**src/rtl/game_pkg.sv**
```systemverilog
// -----------------------------------------------------------------------------
// game_pkg
// Shared types and constants for the Simon game controller, sequence generator
// and sequence display stage.
//   color_t        : LED colour encoding (GREEN=0, YELLOW=1, RED=2, BLUE=3)
//   speed_t        : playback speed, 0 slowest .. 3 fastest
//   MAX_LEN_DEFAULT: default sequence capacity in steps
//   *_BIT          : bit positions inside the 3-bit status vector
// -----------------------------------------------------------------------------
package game_pkg;

  typedef enum logic [1:0] {
    GREEN  = 2'd0,
    YELLOW = 2'd1,
    RED    = 2'd2,
    BLUE   = 2'd3
  } color_t;

  typedef enum logic [1:0] {
    SPEED_SLOW   = 2'd0,
    SPEED_MEDIUM = 2'd1,
    SPEED_FAST   = 2'd2,
    SPEED_MAX    = 2'd3
  } speed_t;

  localparam int MAX_LEN_DEFAULT = 16;

  localparam int DONE_BIT = 2;
  localparam int BUSY_BIT = 1;
  localparam int ON_BIT   = 0;

  // One-hot LED drive for a colour: bit n lights colour n.
  function automatic logic [3:0] color_onehot(input color_t color);
    return 4'b0001 << color;
  endfunction

endpackage

```
**src/rtl/phase_timer.sv**
```systemverilog
// -----------------------------------------------------------------------------
// phase_timer
// Down-counter that times one display phase. Loading value D makes the phase
// last D+1 cycles: the counter sits at zero (expired) during the last cycle.
// It saturates at zero and never wraps.
// Ports:
//   i_clk        : clock, rising edge
//   i_reset_n    : asynchronous active-low reset
//   i_load       : load strobe, takes priority over counting
//   i_load_value : value loaded on i_load (phase length minus one)
//   o_expired    : high while the counter is zero
// -----------------------------------------------------------------------------
module phase_timer #(
  parameter int W = 4
) (
  input  logic         i_clk,
  input  logic         i_reset_n,
  input  logic         i_load,
  input  logic [W-1:0] i_load_value,
  output logic         o_expired
);

  logic [W-1:0] count_q;

  // NOTE: sequential state is assigned with <= so every register samples the
  // pre-edge values and the order of statements cannot change behaviour.
  always_ff @(posedge i_clk or negedge i_reset_n) begin
    if (!i_reset_n) begin
      count_q <= '0;
    end else if (i_load) begin
      count_q <= i_load_value;
    end else if (count_q != '0) begin
      count_q <= count_q - W'(1);
    end
  end

  assign o_expired = (count_q == '0);

endmodule

```
**src/rtl/sequence_display_module.sv**
```systemverilog
// -----------------------------------------------------------------------------
// sequence_display_module
// Playback stage of the Simon controller. On a start (i_enable high in IDLE)
// it latches the colour sequence, clamped length and speed, then plays the
// steps as timed ON/OFF LED pulses and reports busy/done/on on o_value.
// All outputs are registered from the current state, so they follow the state
// register by one clock.
//
// Parameters:
//   MAX_LEN        : sequence capacity in steps (2 bits per step)
//   BASE_ON_CYCLES : ON time at the slowest speed, must be >= 16
// Ports:
//   i_clk        : system clock, rising edge
//   i_reset_n    : asynchronous active-low reset
//   i_enable     : level, high while the controller wants playback
//   i_sequence   : packed colours, step k in bits [2k+1:2k]
//   i_length     : number of steps to play (clamped to MAX_LEN)
//   i_speed      : 0 slowest .. 3 fastest; on = BASE_ON_CYCLES >> speed,
//                  off = on >> 1
//   o_led_color  : one-hot LED drive
//   o_value      : status {done, busy, led_on}
//
// Build option:
//   SEQ_DISPLAY_LEAD_IN_EN : when defined, a start first spends `off` cycles
//   in a dark, busy lead-in state before the first step (also before done
//   for length 0).
// -----------------------------------------------------------------------------
module sequence_display_module
  import game_pkg::*;
#(
  parameter int MAX_LEN        = MAX_LEN_DEFAULT,
  parameter int BASE_ON_CYCLES = 60_000_000
) (
  input  logic                         i_clk,
  input  logic                         i_reset_n,
  input  logic                         i_enable,
  input  logic [2*MAX_LEN-1:0]         i_sequence,
  input  logic [$clog2(MAX_LEN+1)-1:0] i_length,
  input  logic [1:0]                   i_speed,
  output logic [3:0]                   o_led_color,
  output logic [2:0]                   o_value
);

  localparam int LW = $clog2(MAX_LEN + 1);
  localparam int IW = $clog2(MAX_LEN);
  localparam int TW = $clog2(BASE_ON_CYCLES);

  typedef enum logic [2:0] {
    S_IDLE,
`ifdef SEQ_DISPLAY_LEAD_IN_EN
    S_LEAD,
`endif
    S_ON,
    S_OFF,
    S_DONE
  } state_t;

  // Timer load values are phase length minus one.
  function automatic logic [TW-1:0] on_load(input logic [1:0] speed);
    return TW'((BASE_ON_CYCLES >> speed) - 1);
  endfunction

  function automatic logic [TW-1:0] off_load(input logic [1:0] speed);
    return TW'(((BASE_ON_CYCLES >> speed) >> 1) - 1);
  endfunction

  state_t                 state_q, state_d;
  logic [2*MAX_LEN-1:0]   seq_q;
  logic [LW-1:0]          len_q;
  speed_t                 speed_q;
  logic [IW-1:0]          idx_q;

  logic                   start;
  logic                   idx_inc;
  logic                   tmr_load;
  logic [TW-1:0]          tmr_value;
  logic                   tmr_expired;
  logic [LW-1:0]          len_clamped;
  logic                   last_step;
  color_t                 step_color;
  logic [3:0]             led_d;
  logic [2:0]             value_d;

  assign len_clamped = (i_length > LW'(MAX_LEN)) ? LW'(MAX_LEN) : i_length;
  assign last_step   = (LW'(idx_q) == len_q - LW'(1));
  assign step_color  = color_t'(seq_q[{idx_q, 1'b0} +: 2]);

  phase_timer #(
    .W (TW)
  ) u_phase_timer (
    .i_clk        (i_clk),
    .i_reset_n    (i_reset_n),
    .i_load       (tmr_load),
    .i_load_value (tmr_value),
    .o_expired    (tmr_expired)
  );

  always_ff @(posedge i_clk or negedge i_reset_n) begin
    if (!i_reset_n) begin
      state_q <= S_IDLE;
    end else begin
      state_q <= state_d;
    end
  end

  // NOTE: every signal driven here gets a default before the case statement;
  // a path that leaves one unassigned would infer a latch.
  always_comb begin
    state_d   = state_q;
    start     = 1'b0;
    idx_inc   = 1'b0;
    tmr_load  = 1'b0;
    tmr_value = '0;
    case (state_q)
      S_IDLE: begin
        if (i_enable) begin
          start    = 1'b1;
          tmr_load = 1'b1;
`ifdef SEQ_DISPLAY_LEAD_IN_EN
          state_d   = S_LEAD;
          tmr_value = off_load(i_speed);
`else
          if (len_clamped == '0) begin
            state_d = S_DONE;
          end else begin
            state_d   = S_ON;
            tmr_value = on_load(i_speed);
          end
`endif
        end
      end
`ifdef SEQ_DISPLAY_LEAD_IN_EN
      S_LEAD: begin
        if (!i_enable) begin
          state_d = S_IDLE;
        end else if (tmr_expired) begin
          if (len_q == '0) begin
            state_d = S_DONE;
          end else begin
            state_d   = S_ON;
            tmr_load  = 1'b1;
            tmr_value = on_load(speed_q);
          end
        end
      end
`endif
      S_ON: begin
        if (!i_enable) begin
          state_d = S_IDLE;
        end else if (tmr_expired) begin
          state_d   = S_OFF;
          tmr_load  = 1'b1;
          tmr_value = off_load(speed_q);
        end
      end
      S_OFF: begin
        if (!i_enable) begin
          state_d = S_IDLE;
        end else if (tmr_expired) begin
          if (last_step) begin
            state_d = S_DONE;
          end else begin
            state_d   = S_ON;
            idx_inc   = 1'b1;
            tmr_load  = 1'b1;
            tmr_value = on_load(speed_q);
          end
        end
      end
      S_DONE: begin
        if (!i_enable) begin
          state_d = S_IDLE;
        end
      end
      default: state_d = S_IDLE;
    endcase
  end

  // NOTE: the latched sequence is a plain register bank, not a RAM, so it is
  // reset along with everything else to keep outputs free of X after reset.
  always_ff @(posedge i_clk or negedge i_reset_n) begin
    if (!i_reset_n) begin
      seq_q   <= '0;
      len_q   <= '0;
      speed_q <= SPEED_SLOW;
      idx_q   <= '0;
    end else if (start) begin
      seq_q   <= i_sequence;
      len_q   <= len_clamped;
      speed_q <= speed_t'(i_speed);
      idx_q   <= '0;
    end else if (idx_inc) begin
      idx_q   <= idx_q + IW'(1);
    end
  end

  // Output decode from the current state; registered below.
  always_comb begin
    led_d   = '0;
    value_d = '0;
    case (state_q)
`ifdef SEQ_DISPLAY_LEAD_IN_EN
      S_LEAD: value_d[BUSY_BIT] = 1'b1;
`endif
      S_ON: begin
        led_d             = color_onehot(step_color);
        value_d[BUSY_BIT] = 1'b1;
        value_d[ON_BIT]   = 1'b1;
      end
      S_OFF:  value_d[BUSY_BIT] = 1'b1;
      S_DONE: value_d[DONE_BIT] = 1'b1;
      default: begin
        led_d   = '0;
        value_d = '0;
      end
    endcase
  end

  always_ff @(posedge i_clk or negedge i_reset_n) begin
    if (!i_reset_n) begin
      o_led_color <= '0;
      o_value     <= '0;
    end else begin
      o_led_color <= led_d;
      o_value     <= value_d;
    end
  end

endmodule

```
**config.mk**
```make
export PLATFORM = sky130hd
export DESIGN_NAME = sequence_display_module
export DESIGN_NICKNAME = d
export VERILOG_FILES = /design/src/rtl/game_pkg.sv /design/src/rtl/phase_timer.sv /design/src/rtl/sequence_display_module.sv
export SDC_FILE = /design/constraint.sdc
export NUM_CORES = 1
export LEC_CHECK = 0
export ABC_AREA = 0
export ABC_CLOCK_PERIOD_IN_PS = 3700
export BUFFER_PORTS_ARGS = -buffer_cell sky130_fd_sc_hd__buf_2
export CORE_ASPECT_RATIO = 1.2
export CORE_MARGIN = 2
export CORE_UTILIZATION = 39
export CTS_BUF_LIST = sky130_fd_sc_hd__clkbuf_8
export CTS_CLUSTER_DIAMETER = 40
export DETAILED_ROUTE_END_ITERATION = 10
export PLACE_DENSITY_LB_ADDON = 0.1
export SKIP_LAST_GASP = 1
export SLEW_MARGIN = 25
export SYNTH_ARGS = -nofsm -noshare
export SYNTH_HDL_FRONTEND = slang
export SYNTH_SLANG_ARGS = --single-unit
```
**constraint.sdc**
```tcl
create_clock -name i_clk -period 3.7 [get_ports i_clk]
set_clock_uncertainty 0.2 [all_clocks]
set_input_delay 0.74 -clock i_clk [delete_from_list [all_inputs] [get_ports i_clk]]
set_output_delay 0.74 -clock i_clk [all_outputs]
set_load 0.1 [all_outputs]
```
# Yosys cells after proc, flatten, opt, wreduce, memory -nomap -nowiden
# Index checks and enable logic that the tools add are counted.
[classes] shift=4 n_eq_ne=8 multipliers=0 n_div=0 reduce_logical=8 muxes=35 order_cmp=1 addsub=6 bitwise_logic=0
[ops] operator="$mux 26" count=9
[ops] operator="$pmux 26 s3" count=1
[ops] operator="$sub 26x1->26 const B" count=2
[ops] operator="$sub 26x2->26 const B" count=2
[ops] operator="$shiftx 32x6->2" count=1
[ops] operator="$shr 26x2->27 const A" count=1
[ops] operator="$logic_not 26->1" count=1
[ops] operator="$reduce_bool 26->1" count=1
[ops] operator="$shr 26x2->26 const A" count=1
[ops] operator="$mux 3" count=6
[ops] operator="$mux 4" count=3
[ops] operator="$pmux 3 s4" count=1
[ops] operator="$mux 1" count=11
[ops] operator="$eq 3x2->1 const B" count=2
[ops] operator="$ne 3x3->1 const B" count=2
[ops] operator="$eq 4x5->1" count=1
[ops] operator="$gt 5x5->1 const B" count=1
[ops] operator="$logic_not 5->1" count=1
[ops] operator="$mux 5" count=1
[ops] operator="$sub 5x1->5 const B" count=1
[ops] operator="$add 4x1->4 const B" count=1
[ops] operator="$mux 2" count=2
[ops] operator="$ne 2x2->1 const B" count=2
[ops] operator="$reduce_and 4->1" count=1
[ops] operator="other kinds (6)" count=7
[word_totals] word_cells=70 romBits=0 in_bits=42 n_memories=0 out_inout_bits=7 mem_bits_rw=0 latch_bits=0 ff_bits=79

# Longest topological paths before layout
[logic_depth] ltp_word=8 mapped_depth=10 mapped_depth_nobuf=8

# By module
# Synthesis repeated with hierarchy kept, for this count alone.
[unflattened] cells_unflattened=460 hier_area_um2=4679.5
[modules_own_cells] module="sequence_display_module" n_inst=1 seq_area_each_um2=1301.2 area_per_inst_um2=3151.8 cells_each=286
[modules_own_cells] module="phase_timer" n_inst=1 seq_area_each_um2=650.6 area_per_inst_um2=1527.7 cells_each=174

# Least setup slack after synthesis
# No wires, ideal clock.
[synth_timing] path_type="register -> register" start="register len_q[0]" end="register u_phase_timer.count_q[4]" n_path_buf=1 required_time_ns=3.348 t_arrival_ns=2.448 path_stages_with_launch=10 setup_time_ns=0.152 slack_ns=0.900 synth_period_minus_slack_ns=2.800 cell_sequence="dfrtp_1 inv_1 ha_1 o21ba_2 a221o_1 a2111oi_4 buf_6 o211ai_4 a21oi_4 a311oi_1"
[synth_between] elab_chain_len=7 elab_cells_between_ends=12 classes_between="add/sub (1); eq/ne (1); mux (9); reduce/logical (1)"
[synth_rtl] item="from (decl)" line_no="sequence_display_module.sv:69" rtl="logic [LW-1:0] len_q;"
[synth_rtl] item="from (signal assigned)" line_no="sequence_display_module.sv:189" rtl="len_q <= len_clamped;"
[synth_rtl] item="$sub 5x1->5 *" line_no="sequence_display_module.sv:85" rtl="assign last_step = (LW'(idx_q) == len_q - LW'(1));"
[synth_rtl] item="$eq 4x5->1 *" line_no="sequence_display_module.sv:85"
[synth_rtl] item="$mux 26 / $mux 1 (equally long branches)" line_no="sequence_display_module.sv:160" rtl="if (last_step) begin"
[synth_rtl] item="$mux 26 / $mux 1 (equally long branches)" line_no="sequence_display_module.sv:159" rtl="end else if (tmr_expired) begin"
[synth_rtl] item="$mux 26 / $mux 1 (equally long branches)" line_no="sequence_display_module.sv:157" rtl="if (!i_enable) begin"
[synth_rtl] item="$pmux 26 s3 / $pmux 1 s3 (equally long branches)" line_no="sequence_display_module.sv:114" rtl="case (state_q)"
[synth_rtl] item="$mux 26 / $reduce_bool 2->1 (equally long branches)"
[synth_rtl] item="to (signal assigned)" line_no="phase_timer.sv:31" rtl="count_q <= i_load_value;"
[synth_rtl] item="to (signal assigned)" line_no="phase_timer.sv:33" rtl="count_q <= count_q - W'(1);"
[synth_rtl] item="to (decl)" line_no="phase_timer.sv:23" rtl="logic [W-1:0] count_q;"
# Every way passes the cells marked *; elsewhere a longest branch is shown, timed or not.
# A chain may end at the register's enable or synchronous reset.

# Worst setup path after layout
[layout_timing] start="register len_q[0]" end="register u_phase_timer.count_q[25]"
# Same word-level chain as after synthesis.

==> flow_summary.html <==
<table>
<tr><th>Metric</th><th>Value</th></tr>
<tr><th colspan="2">Status</th></tr>
<tr><td>Status</td><td>finished, final reports clean</td></tr>
<tr><th colspan="2">Die</th></tr>
<tr><td>Placement row count</td><td>43</td></tr>
<tr><td>Boundary pin count</td><td>49</td></tr>
<tr><td>Core Box Area</td><td>11500 um^2</td></tr>
<tr><td>Die Area</td><td>12700 um^2</td></tr>
<tr><td>Die X-Extent</td><td>103 um</td></tr>
<tr><td>Vertical die dimension</td><td>123 um</td></tr>
<tr><td>Effective utilization at floorplan</td><td>0.399</td></tr>
<tr><th colspan="2">Drt</th></tr>
<tr><td>Avg WL per Cell</td><td>16.2 um</td></tr>
<tr><td>Routed WL</td><td>10900 um</td></tr>
<tr><td>Drt initial violations</td><td>138</td></tr>
<tr><td>Post-detailed-route count of antenna-violating nets</td><td>0</td></tr>
<tr><td>Count of TritonRoute iterations in the first routing pass</td><td>4</td></tr>
<tr><td>Number of vias in the routed layout</td><td>3492</td></tr>
<tr><td>Number of vias per cell</td><td>roughly 5.2</td></tr>
<tr><td>Remaining design rule violation count</td><td>0</td></tr>
<tr><th colspan="2">Clocking</th></tr>
<tr><td>Number of buffers inserted by hold repair at cts</td><td>0</td></tr>
<tr><td>Post-CTS Setup Bufs</td><td>0</td></tr>
<tr><td>Root buf cell</td><td>sky130_fd_sc_hd__clkbuf_8</td></tr>
<tr><td>Number of levels in the clock H-tree</td><td>3</td></tr>
<tr><td>Clk sink count</td><td>78</td></tr>
<tr><td>Clock edge transition at the registers on the reported setup and hold paths</td><td>80 ps</td></tr>
<tr><td>Gates resized, CTS repair</td><td>0</td></tr>
<tr><td>Skew-Pair Late Insertion Delay</td><td>approximately 360 ps</td></tr>
<tr><td>Number of buffers on the longest clock path</td><td>2</td></tr>
<tr><td>Number of buffers created by CTS</td><td>9</td></tr>
<tr><td>TritonCTS clock tree</td><td>built</td></tr>
<tr><th colspan="2">Place</th></tr>
<tr><td>Dpl cells</td><td>656</td></tr>
<tr><td>Routability Congestion</td><td>0.846</td></tr>
<tr><td>Area post-placement</td><td>4980 um^2</td></tr>
<tr><td>Count of input and output buffers</td><td>48</td></tr>
<tr><td>Total half-perimeter wirelength after legalization and detailed placement</td><td>7880 um</td></tr>
<tr><th colspan="2">Run</th></tr>
<tr><td>Number of max-cap violations</td><td>0</td></tr>
<tr><th colspan="2">Timing</th></tr>
<tr><td>Tightest slew margin relative to the limit</td><td>0.518</td></tr>
<tr><td>Final Hold Violating Endpoints</td><td>0</td></tr>
<tr><td>Setup tns final</td><td>0 ps</td></tr>
<tr><td>Final Setup Violations</td><td>0</td></tr>
<tr><td>Total count of max-transition violations in the final report</td><td>0</td></tr>
<tr><td>Highest clock frequency the design can meet</td><td>0.338 GHz</td></tr>
<tr><td>Part of the cycle the worst path needs</td><td>0.800</td></tr>
<tr><td>Clock period minus worst slack</td><td>2960 ps</td></tr>
<tr><td>Worst Hold Margin</td><td>210 ps</td></tr>
<tr><td>Actual slew at the worst max-slew pin</td><td>between 700 and 800 ps</td></tr>
<tr><td>RSZ-0062 raised after global routing</td><td>no</td></tr>
<tr><th colspan="2">Global route</th></tr>
<tr><td>Number of global-route vias before repair</td><td>3658</td></tr>
<tr><td>Global route overflow</td><td>0</td></tr>
<tr><td>Global-route wire length before repair</td><td>18300 um</td></tr>
<tr><td>Initial antenna violation count</td><td>0</td></tr>
<tr><td>Tot GR Track Use</td><td>0.189</td></tr>
<tr><td>Pin count of the biggest net entering global routing</td><td>79</td></tr>
<tr><th colspan="2">Final layout</th></tr>
<tr><td>Share of cells above drive strength 1</td><td>0.198</td></tr>
<tr><td>Total area of multi-input combinational cells</td><td>2470 um^2</td></tr>
<tr><td>Diode insertion count for antenna repair</td><td>0</td></tr>
<tr><td>Layout overhead on the synthesized area</td><td>13.8%</td></tr>
<tr><td>Area occupied by registers</td><td>1950 um^2</td></tr>
<tr><td>Cell area after layout</td><td>5230 um^2</td></tr>
<tr><td>Count of non-filler cells in the finished layout</td><td>672</td></tr>
<tr><td># nets final</td><td>576</td></tr>
<tr><td>Fill count</td><td>1152</td></tr>
<tr><th colspan="2">Logic synthesis</th></tr>
<tr><td>Post-Syn Nets</td><td>531</td></tr>
<tr><td>Ys async rst share</td><td>1.00</td></tr>
<tr><td>Unique cell type count in the Yosys netlist</td><td>61</td></tr>
<tr><td>Cell count after synthesis</td><td>465</td></tr>
<tr><td>Synth area leader</td><td>sky130_fd_sc_hd__dfrtp_1</td></tr>
<tr><td>Synth Register Bits</td><td>78</td></tr>
<tr><td>Commonest cells in the netlist</td><td>sky130_fd_sc_hd__nand2_1, sky130_fd_sc_hd__dfrtp_1, sky130_fd_sc_hd__ha_1, sky130_fd_sc_hd__nor2_1, sky130_fd_sc_hd__xnor2_1</td></tr>
<tr><td>Biggest area contributors in the synthesized netlist</td><td>sky130_fd_sc_hd__dfrtp_1, sky130_fd_sc_hd__nand2_1, sky130_fd_sc_hd__ha_1</td></tr>
<tr><td>Yosys top cell area share</td><td>0.425</td></tr>
<tr><td>Post-synthesis area per instance</td><td>9.88 um^2</td></tr>
<tr><td>Prevailing post-synth register cell</td><td>sky130_fd_sc_hd__dfrtp_1</td></tr>
<tr><td>Area of the mapped netlist</td><td>4590 um^2</td></tr>
<tr><td>Dominant cell by count in the synthesized netlist</td><td>sky130_fd_sc_hd__nand2_1</td></tr>
<tr><td>Synth Warn #</td><td>0</td></tr>
<tr><td>Number of enable-type register cells in the synthesized netlist</td><td>0</td></tr>
<tr><td>Sequential share of the synthesized area</td><td>0.425</td></tr>
<tr><th colspan="2">Power and ir drop</th></tr>
<tr><td>Static leakage</td><td>2.33 nW</td></tr>
<tr><td>Largest voltage drop on the vdd net</td><td>260 uV</td></tr>
<tr><td>PD cells</td><td>767 nW/um^2</td></tr>
<tr><th colspan="2">Critical path</th></tr>
<tr><td>Class of the most critical setup path</td><td>reg2reg</td></tr>
<tr><td>Launching element type of the critical path</td><td>flip-flop</td></tr>
<tr><td>Dominant delay contributor by cell family on the critical path</td><td>compound AO/OA/AOI/OAI gates</td></tr>
<tr><td>Delay of the slowest critical-path stage</td><td>380 ps</td></tr>
<tr><td>Critical path required time</td><td>3770 ps</td></tr>
<tr><td>Cell-by-cell trace of the critical path</td><td>inv_1 &gt; ha_1 &gt; o21ba_2 &gt; a221o_1 &gt; a2111oi_4 &gt; buf_4 &gt; o41a_4 &gt; a221oi_1 &gt; a211oi_1</td></tr>
<tr><td>Critical-path cell with the highest stage delay</td><td>sky130_fd_sc_hd__dfrtp_1</td></tr>
<tr><td>Max Fanout on Critical Path</td><td>23</td></tr>
<tr><td>Crit path buf inv count</td><td>2</td></tr>
<tr><td>Crit path arrival time</td><td>3030 ps</td></tr>
<tr><td>Nature of the critical path endpoint</td><td>flip-flop</td></tr>
<tr><th colspan="2">Hold path</th></tr>
<tr><td>Tightest Hold Check Type</td><td>in2async</td></tr>
</table>
routing by layer:
metal / GRT usage / routed length [um] / vias up
met5: 0 / 0 / -
met4: 0.0814 / 298 / 0
met3: 0.0342 / 279 / 20
met2: 0.327 / 5560 / 62
met1: 0.229 / 4720 / 1684
li1: - / - / 1726
path summary, 6_finish.rpt:
path	to	from	cells past startpoint	slack, ps
worst min-delay path	o_value[2]$_DFF_PN0_	i_reset_n	1	210
worst max register to register	u_phase_timer.count_q[25]$_DFFE_PN0P_	len_q[0]$_DFFE_PN0P_	9	740
min in group i_clk	seq_q[1]$_DFFE_PN0P_	seq_q[1]$_DFFE_PN0P_	2	280
max in group asynchronous	o_led_color[1]$_DFF_PN0_	i_reset_n	1	2590
worst min register to register	seq_q[1]$_DFFE_PN0P_	seq_q[1]$_DFFE_PN0P_	2	280
worst max-delay path	u_phase_timer.count_q[25]$_DFFE_PN0P_	len_q[0]$_DFFE_PN0P_	9	740
report_power, final:
group	total [W]	internal [W]	switching, W
registers	0.00153	0.00122	0.000307
logic	0.00170	0.000653	0.00104
clock network	0.000785	0.000465	0.000319
total	0.00401	0.00234	0.00167
state kept, by name, summed over array words and instances, names as in the netlist:
register / flops
u_phase_timer.count_q: 26
idx_q: 4
state_q: 2
o_led_color: 4
o_value: 3
speed_q: 2
len_q: 5
seq_q: 32
cells by family (layout without fill, tap and decap cells):
group | after synthesis | count (layout) | synth area share
AND/OR/NAND/NOR | 201 | 201 | 0.206
AO/OA/AOI/OAI | 80 | 80 | 0.149
flip-flops | 78 | 78 | 0.425
buffers and inverters | 36 | 86 | 0.0365
XOR/XNOR | 33 | 33 | 0.0629
adder cells (fa/ha/maj) | 24 | 24 | 0.0654
multiplexers | 13 | 13 | 0.0556
cell type report:
type | count | share of cell area
Clock buffer | 10 | 0.0263
Sequential cell | 78 | 0.373
Clock inverter | 6 | 0.0208
Multi-Input combinational cell | 351 | 0.473
Inverter | 14 | 0.0101
Tap cell | 157 | 0.0376
Timing Repair Buffer | 56 | 0.0586
through the flow:
stage	worst slack (ps)	total power (W)	util
floorplan	900	0.00282	-
global placement	825	0.00322	0.432
detailed placement	743	0.00325	0.432
CTS	728	0.00405	0.454
global route	459	0.00431	0.454
finish	739	0.00401	0.454
layout by cell type, fill, tap and decap left out, types with 7 or more instances in the layout:
| master | instances |
|---|---|
| sky130_fd_sc_hd__dfrtp_1 | 78 |
| sky130_fd_sc_hd__nor2_1 | 24 |
| sky130_fd_sc_hd__xor2_1 | 11 |
| sky130_fd_sc_hd__clkbuf_8 | 10 |
| sky130_fd_sc_hd__mux4_2 | 10 |
| sky130_fd_sc_hd__o21ai_0 | 8 |
| sky130_fd_sc_hd__o21ai_1 | 7 |
| sky130_fd_sc_hd__inv_1 | 14 |
| sky130_fd_sc_hd__a21oi_1 | 9 |
| sky130_fd_sc_hd__o22ai_1 | 13 |
| sky130_fd_sc_hd__ha_1 | 24 |
| sky130_fd_sc_hd__buf_2 | 47 |
| sky130_fd_sc_hd__nand2_1 | 121 |
| sky130_fd_sc_hd__xnor2_1 | 22 |
| sky130_fd_sc_hd__a211oi_1 | 7 |
| sky130_fd_sc_hd__nor4_1 | 7 |
| sky130_fd_sc_hd__buf_4 | 8 |
| sky130_fd_sc_hd__nor3_1 | 13 |
No activity file was read; power rests on OpenSTA's default activity.
